`src/rtl/mem_arbiter_pkg.sv`:
```
// Shared types for the two-master memory arbiter: owner encoding, request bundle
// and the default access code driven when the port is idle.
package mem_arbiter_pkg;

  typedef enum logic [1:0] {
    OWN_NONE,
    OWN_M0,
    OWN_M1
  } arb_owner_t;

  localparam logic [2:0] FUNCT3_WORD = 3'b010;

  typedef struct packed {
    logic        req;
    logic        lock;
    logic        wen;
    logic [31:0] addr;
    logic [31:0] wd;
    logic [2:0]  funct3;
  } arb_req_t;

endpackage

```
`src/rtl/arb_pick.sv`:
```
// Grant selection for two requesters: a bounded burst lock, then fixed priority
// or round-robin against the last accepted master. Purely combinational.
module arb_pick
  import mem_arbiter_pkg::*;
#(
  parameter bit FIXED_PRIO = 1'b0,
  parameter int MAX_LOCK   = 4,
  parameter int CNT_W      = 3
) (
  input  logic [1:0]       req,
  input  arb_owner_t       last_owner,
  input  logic [CNT_W-1:0] lock_cnt,
  output logic [1:0]       gnt
);

  localparam logic [CNT_W-1:0] LOCK_MAX = CNT_W'(MAX_LOCK);

  logic last_m1;
  logic pick_m1;

  always_comb begin
    // NOTE: every variable gets a default first, so no path leaves one unassigned and no latch is inferred.
    gnt     = 2'b00;
    last_m1 = (last_owner == OWN_M1);
    pick_m1 = !last_m1;
    // A non-zero count means the last acceptance was locked; once it reaches the bound the waiter wins.
    if (lock_cnt != '0) begin
      pick_m1 = (lock_cnt < LOCK_MAX) ? last_m1 : !last_m1;
    end else if (FIXED_PRIO) begin
      pick_m1 = 1'b0;
    end
    case (req)
      2'b01:   gnt = 2'b01;
      2'b10:   gnt = 2'b10;
      2'b11:   gnt = pick_m1 ? 2'b10 : 2'b01;
      default: gnt = 2'b00;
    endcase
  end

endmodule

```
`src/rtl/mem_arbiter.sv`:
```
// Shares one synchronous memory port between the core (M0) and a loader/DMA master (M1),
// forwarding one request per cycle and steering the 1-cycle read data back to its owner.
module mem_arbiter
  import mem_arbiter_pkg::*;
#(
  parameter bit FIXED_PRIO = 1'b0,
  parameter int MAX_LOCK   = 4
) (
  input  logic        clk,
  input  logic        rst_n,
  input  logic        m0_req,
  input  logic        m0_lock,
  input  logic        m0_wen,
  input  logic [31:0] m0_addr,
  input  logic [31:0] m0_wd,
  input  logic [2:0]  m0_funct3,
  output logic        m0_gnt,
  output logic        m0_rvalid,
  output logic [31:0] m0_rd,
  input  logic        m1_req,
  input  logic        m1_lock,
  input  logic        m1_wen,
  input  logic [31:0] m1_addr,
  input  logic [31:0] m1_wd,
  input  logic [2:0]  m1_funct3,
  output logic        m1_gnt,
  output logic        m1_rvalid,
  output logic [31:0] m1_rd,
  output logic        mem_wen,
  output logic [31:0] mem_ra,
  output logic [31:0] mem_wa,
  output logic [31:0] mem_wd,
  output logic [2:0]  mem_funct3,
  input  logic [31:0] mem_rd
);

  localparam int               CNT_W    = $clog2(MAX_LOCK + 1);
  localparam logic [CNT_W-1:0] LOCK_MAX = CNT_W'(MAX_LOCK);
  localparam logic [CNT_W-1:0] CNT_ONE  = CNT_W'(1);

  arb_req_t         m0, m1, sel;
  logic [1:0]       pick, gnt;
  logic             accept;
  arb_owner_t       acc_owner;
  arb_owner_t       last_owner, rd_owner;
  logic [CNT_W-1:0] lock_cnt, lock_cnt_nxt;

  assign m0 = '{req: m0_req, lock: m0_lock, wen: m0_wen, addr: m0_addr, wd: m0_wd, funct3: m0_funct3};
  assign m1 = '{req: m1_req, lock: m1_lock, wen: m1_wen, addr: m1_addr, wd: m1_wd, funct3: m1_funct3};

  arb_pick #(
    .FIXED_PRIO (FIXED_PRIO),
    .MAX_LOCK   (MAX_LOCK),
    .CNT_W      (CNT_W)
  ) u_pick (
    .req        ({m1.req, m0.req}),
    .last_owner (last_owner),
    .lock_cnt   (lock_cnt),
    .gnt        (pick)
  );

  // Grants are forced low while reset is asserted so nothing reaches memory mid-reset.
  assign gnt       = rst_n ? pick : 2'b00;
  assign accept    = |gnt;
  assign acc_owner = gnt[1] ? OWN_M1 : OWN_M0;
  assign m0_gnt    = gnt[0];
  assign m1_gnt    = gnt[1];

  always_comb begin
    sel = '0;
    if (gnt[0]) begin
      sel = m0;
    end else if (gnt[1]) begin
      sel = m1;
    end
    mem_wen    = sel.wen;
    mem_ra     = sel.addr;
    mem_wa     = sel.addr;
    mem_wd     = sel.wd;
    mem_funct3 = accept ? sel.funct3 : FUNCT3_WORD;
  end

  // Burst length of consecutive locked acceptances by one master, saturating at the bound.
  always_comb begin
    lock_cnt_nxt = '0;
    if (accept && sel.lock) begin
      if (acc_owner == last_owner && lock_cnt != '0) begin
        lock_cnt_nxt = (lock_cnt >= LOCK_MAX) ? LOCK_MAX : lock_cnt + CNT_ONE;
      end else begin
        lock_cnt_nxt = CNT_ONE;
      end
    end
  end

  always_ff @(posedge clk or negedge rst_n) begin
    if (!rst_n) begin
      last_owner <= OWN_M1;
      lock_cnt   <= '0;
      rd_owner   <= OWN_NONE;
    end else begin
      // NOTE: state registers use non-blocking assignment so every flop samples pre-edge values.
      if (accept) begin
        last_owner <= acc_owner;
      end
      lock_cnt <= lock_cnt_nxt;
      rd_owner <= (accept && !sel.wen) ? acc_owner : OWN_NONE;
    end
  end

  // Return path is steered by the registered owner, so a grant switch never drops read data.
  assign m0_rvalid = (rd_owner == OWN_M0);
  assign m1_rvalid = (rd_owner == OWN_M1);
  assign m0_rd     = m0_rvalid ? mem_rd : 32'h0;
  assign m1_rd     = m1_rvalid ? mem_rd : 32'h0;

endmodule
```
`config.mk`:
```
export PLATFORM = sky130hd
export DESIGN_NAME = mem_arbiter
export DESIGN_NICKNAME = d
export VERILOG_FILES = /design/src/rtl/mem_arbiter_pkg.sv /design/src/rtl/arb_pick.sv /design/src/rtl/mem_arbiter.sv
export SDC_FILE = /design/constraint.sdc
export NUM_CORES = 1
export LEC_CHECK = 0
export CELL_PAD_IN_SITES_DETAIL_PLACEMENT = 1
export CELL_PAD_IN_SITES_GLOBAL_PLACEMENT = 2
export CORE_AREA = 8 8 125 127
export DETAILED_ROUTE_END_ITERATION = 12
export DIE_AREA = 0 0 133 135
export DONT_BUFFER_PORTS = 1
export GPL_TIMING_DRIVEN = 0
export PLACE_DENSITY = 0.69
export SLEW_MARGIN = 10
export SYNTH_ARGS = -nofsm -noshare
export SYNTH_HDL_FRONTEND = slang
export SYNTH_SLANG_ARGS = --single-unit
```
`constraint.sdc`:
```
create_clock -name clk -period 2.3 [get_ports clk]
set_input_delay 0.46 -clock clk [delete_from_list [all_inputs] [get_ports clk]]
set_output_delay 0.46 -clock clk [all_outputs]
set_load 0.1 [all_outputs]
```
# Word-level counts from Yosys, hierarchy flattened
# Cells that the tools add are included.
# totals
register_bits,7
output_inout_bits,168
# classes
n_addsub,1
n_lt_le_gt_ge,2
eq_ne,7
muxes,15
reduce_logical,7
# ops
cell,n
2-to-1 mux 69 bit,2
2-to-1 mux 32 bit,2
2-to-1 mux 3 bit,4
"== test 2 bit, second input constant",4
2-to-1 mux 2 bit,4
case mux 2 bit (3 select lines),1
"== test 2 x 1 -> 1 bit, second input constant",2
"adder 3 x 1 -> 3 bit, second input constant",1
">= comparator 3 bit, second input constant",1
logical AND 1 bit,3
"less-than comparator 3 bit, second input constant",1
nonzero test 3 bit,1
== test 2 bit,1
zero test 1 bit,2
2-to-1 mux 1 bit,2
OR reduction 2 bit,1

# Depth between registers and ports, before layout
# logic_depth
depth_word,12
mapped_depth,9
ltp_nobuf,6

# Hierarchy
# From an unflattened synthesis, not the netlist that was laid out.
# unflattened
cells_unflattened,230
area_unflattened_um2,1764.2
# by_module_without_submodules
mod,instances,cells_per_inst,area_each_um2
mem_arbiter,1,224,1714.1
arb_pick,1,6,50.0

# Worst setup path after synthesis
# OpenSTA, ideal clock, no wires.
# synth_timing
path_type,register to output
startpoint,register lock_cnt[0]
endpoint,output port mem_wa[26]
t_arrival_ns,3.520
t_required_ns,1.840
slack_ns,-1.680
path_stages_with_launch,10
path_buffers,3
path_cell_list,dfrtp_1 -> inv_1 -> ha_1 -> nor2_4 -> xor2_2 -> o21ai_2 -> buf_6 -> buf_8 -> mux2i_1 -> buf_4
# synth_between
elab_chain_cells,8
elab_cells_between_ends,9
# synth_lines
item,line_no,source
start: declaration,mem_arbiter.sv:46,"logic [CNT_W-1:0] lock_cnt, lock_cnt_nxt;"
start signal: assignment,mem_arbiter.sv:105,lock_cnt <= lock_cnt_nxt;
less-than comparator 3 bit,arb_pick.sv:28,pick_m1 = (lock_cnt < LOCK_MAX) ? last_m1 : !last_m1;
2-to-1 mux 1 bit,arb_pick.sv:28,
2-to-1 mux 1 bit *,arb_pick.sv:27,if (lock_cnt != '0) begin
2-to-1 mux 2 bit *,arb_pick.sv:35,2'b11: gnt = pick_m1 ? 2'b10 : 2'b01;
case mux 2 bit (3 select lines) *,arb_pick.sv:32,case (req)
2-to-1 mux 2 bit *,mem_arbiter.sv:63,assign gnt = rst_n ? pick : 2'b00;
2-to-1 mux 69 bit,mem_arbiter.sv:73,end else if (gnt[1]) begin
2-to-1 mux 69 bit *,mem_arbiter.sv:71,if (gnt[0]) begin
end: declaration,mem_arbiter.sv:31,"output logic [31:0] mem_wa,"
# Mark *: on every way between the ends. The rest lies on a longest branch, timed or not.

# Final worst setup path
# layout_timing
startpoint,register lock_cnt[1]
endpoint,output port mem_wa[9]
# The elaborated chain is that of the path after synthesis.

==> results by group <==
Status
  • Outcome: finished, violations left
  • Failing checks: setup timing

Synth
  • Synth top area share: 27.0%
  • Adder-Cell Fraction of Synth Area: 0.991%
  • Synth Area in XOR/XNOR: 0.991%
  • Cell count after synthesis: 379
  • Synth cell count leaders: nand2_1 (138), mux2i_1 (68), and2_1 (65)
  • Yosys reg bits: 7
  • Synth area leaders: mux2i_1 (27%), nand2_1 (21%), and2_1 (16%)
  • Mux cell area share after synthesis: 27.0%
  • Post-Syn Area: 2520 sq um
  • Cell variety after synth: 33
  • Simple logic cell fraction of the synthesized area: 40.0%
  • Post-synth ARST share: 100%
  • Main combinational cell family by area after synthesis: simple AND/OR/NAND/NOR gates
  • Sequential share of the synthesized area: 6.99%
  • Synth Area in Compound Gates: 4.46%
  • Synth Warn #: 0
  • Top FF cell, synth: dfrtp_1
  • Syn avg cell area: 6.66 sq um
  • Area leader, netlist: mux2i_1
  • EDFF count, synth: 0
  • Most numerous cell in the Yosys netlist: nand2_1
  • Synthesized net count: 555

Die
  • # IOs: 342
  • Die width: 133 um
  • Chip height: 135 um
  • # rows: 43
  • DIE AREA: 18,000 sq um
  • Initial core utilization: 18.5%
  • Core area: 13,600 sq um

Global route
  • Number of global-route vias before repair: 3,217
  • Grt ovf: 0
  • Global-route wire length before repair: 20,300 um
  • Initial antenna violation count: 0
  • Largest net degree at the start of global routing: 11
  • Gr usage total: 14.4%

Layout
  • Post-route cell area: 4640 sq um
  • Area Growth Syn to Fin: 83.7%
  • Final net count: 584
  • Final core occ: 34.1%
  • Ant diodes: 0
  • Layout cell share with drive strength beyond 1: 53.3%

Clocking
  • Worst-path clk slew: 40 ps
  • CTS Buf Count: 3
  • Htree depth: 1
  • Clk buf depth: 2
  • Sink Count: 7
  • Root Buffer: clkbuf_16
  • Worst skew pair latency: 230 ps
  • CTS tree: built

Placed design
  • Post-DP HPWL: 12,400 um
  • Placed Area: 4060 sq um
  • Port bufs: 0
  • GPL Wtd Cong: 0.762

Timing
  • Final period utilization: 137%
  • Slew Viols, Final: 0
  • RSZ-0062 raised after global routing: true
  • Minimum clock period: 3140 ps
  • Fin worst setup slack: -841 ps
  • Final Hold Viols: 0
  • Slew @ Worst Pin: 968 ps
  • Final setup viols: 102
  • Fmax: 318 MHz
  • Rel. slew slack: 35.9%
  • Final Skew: 1.18 ps
  • Hold slack: 74.7 ps

Setup path
  • Max incr delay on CP: 770 ps
  • CP Data Required Time: 1840 ps
  • Worst setup SP type: flop
  • CP endpoint kind: output port
  • Crit path DAT: 2680 ps
  • Worst path bufs/invs: 4
  • Crit Path Category: flop to output port
  • Most frequent CP cell: buf_12
  • Slowest cell on the critical path: mux2i_4
  • Crit Path Max Fanout: 8
  • CP delay by family, top: multiplexers
  • Crit-path cells: inv_2, ha_4, nor2_4, xor2_2, o21ai_2, buf_12, clkbuf_16, mux2i_4, buf_12

Power
  • Power Density: 654 nW/um^2
  • Pleak: 1.77 nW
  • Pwr Total: 3.04 mW
  • IR drop worst, VDD: 0.285 mV

Min path
  • Worst hold path class: input pin to asynchronous set/reset pin

Detailed routing
  • DR vias: 2,762
  • Final antenna-violating net count: 0
  • Residual DRC: 0
  • Iter 0 DRT Violations: 57
  • Avg WL per Cell: 24.1 um
  • DRT Wirelength: 14,100 um
  • Drt first pass iters: 4
  • Vias per cell: 4.71

Run
  • Max Cap Violations: 0
-- worst reg2reg max path, stage by stage, from the launching register on --
cell and delay (ps):
dfrtp_1 360, inv_2 60, ha_4 160, buf_4 120, buf_4 130, nor3b_1 180
o21ai_0 100, o32a_1 220, a2111oi_1 360
-- repair_timing --
| action | CTS | global route |
|---|---|---|
| endpoints found under the hold margin | 6 | 0 |
| setup buffers | 11 | 8 |
| setup endpoints to repair | 160 | 158 |
| pin swaps | 2 | 1 |
| cloned | 4 | 1 |
| resized for setup | 87 | 27 |
| hold buffers | 1 | 0 |
-- state kept, by name, indices dropped and copies added (netlist names) --
| register | cells |
|---|---|
| lock_cnt | 3 |
| last_owner | 2 |
| rd_owner | 2 |
-- metrics by stage --
stage | TNS [ps] | cells | worst slack [ps]
2_1_floorplan | -31500 | 379 | -515
3_3_place_gp | -64690 | 559 | -962
3_5_place_dp | -67300 | 559 | -1020
4_1_cts | -69340 | 579 | -864
5_1_grt | -77930 | 587 | -931
6_report | -68860 | 587 | -841
-- placed cells by master (no fill, tap or decap), drive strengths merged --
cell	Yosys	layout
nor2b	2	2
dfstp	1	1
inv	5	5
o21ai	5	5
and2	65	65
ha	2	2
buf	42	63
bufbuf	0	2
o221a	1	1
clkbuf	19	23
a21boi	2	2
nand2	138	138
mux2i	68	68
nand2b	1	1
o32a	1	1
a21o	1	1
dlygate4sd3	0	1
dfrtp	6	6
nor3b	1	1
nor2	9	9
a2111oi	2	2
xnor2	1	1
nor3	2	2
a21oi	4	4
xor2	1	1
-- per-layer routing --
layer / wire length [um] / global-route usage, % / vias to the layer above
li1: - / - / 1250
met1: 4160 / 12.1 / 1302
met2: 8260 / 30.5 / 198
met3: 1550 / 6.02 / 12
met4: 160 / 2.27 / 0
met5: 0 / 0 / -
-- path summary, 6_finish.rpt --
path,startpoint,endpoint,slack [ps],cells past startpoint
max,lock_cnt[1],mem_wa[9],-840,9
min,rst_n,last_owner[1],70,0
max reg2reg,lock_cnt[1],lock_cnt[1],470,8
min reg2reg,last_owner[1],last_owner[1],500,2
max in group asynchronous,rst_n,lock_cnt[2],1510,1
min in group clk,m1_wen,rd_owner[1],290,1
-- power breakdown --
group | switching (mW) | internal [mW]
combinational | 1.90 | 0.697
sequential | 0.00784 | 0.134
clock | 0.0637 | 0.230
-- logic make-up (layout without fill, tap and decap cells) --
family	Yosys count	after routing
AND/OR/NAND/NOR	218	218
buffers and inverters	66	94
XOR/XNOR	2	2
adder cells (fa/ha/maj)	2	2
AO/OA/AOI/OAI	16	16
multiplexers	68	68
flip-flops	7	7
-- final cells by class --
class / count / area, sq um
Fill cell: 1513 / 8970
Inverter: 5 / 18.8
Tap cell: 180 / 225
Buffer: 61 / 942
Clock buffer: 4 / 78.8
Multi-Input combinational cell: 306 / 2900
Sequential cell: 7 / 176
Timing Repair Buffer: 24 / 298
Note: power is estimated with default switching activity, not from simulation.
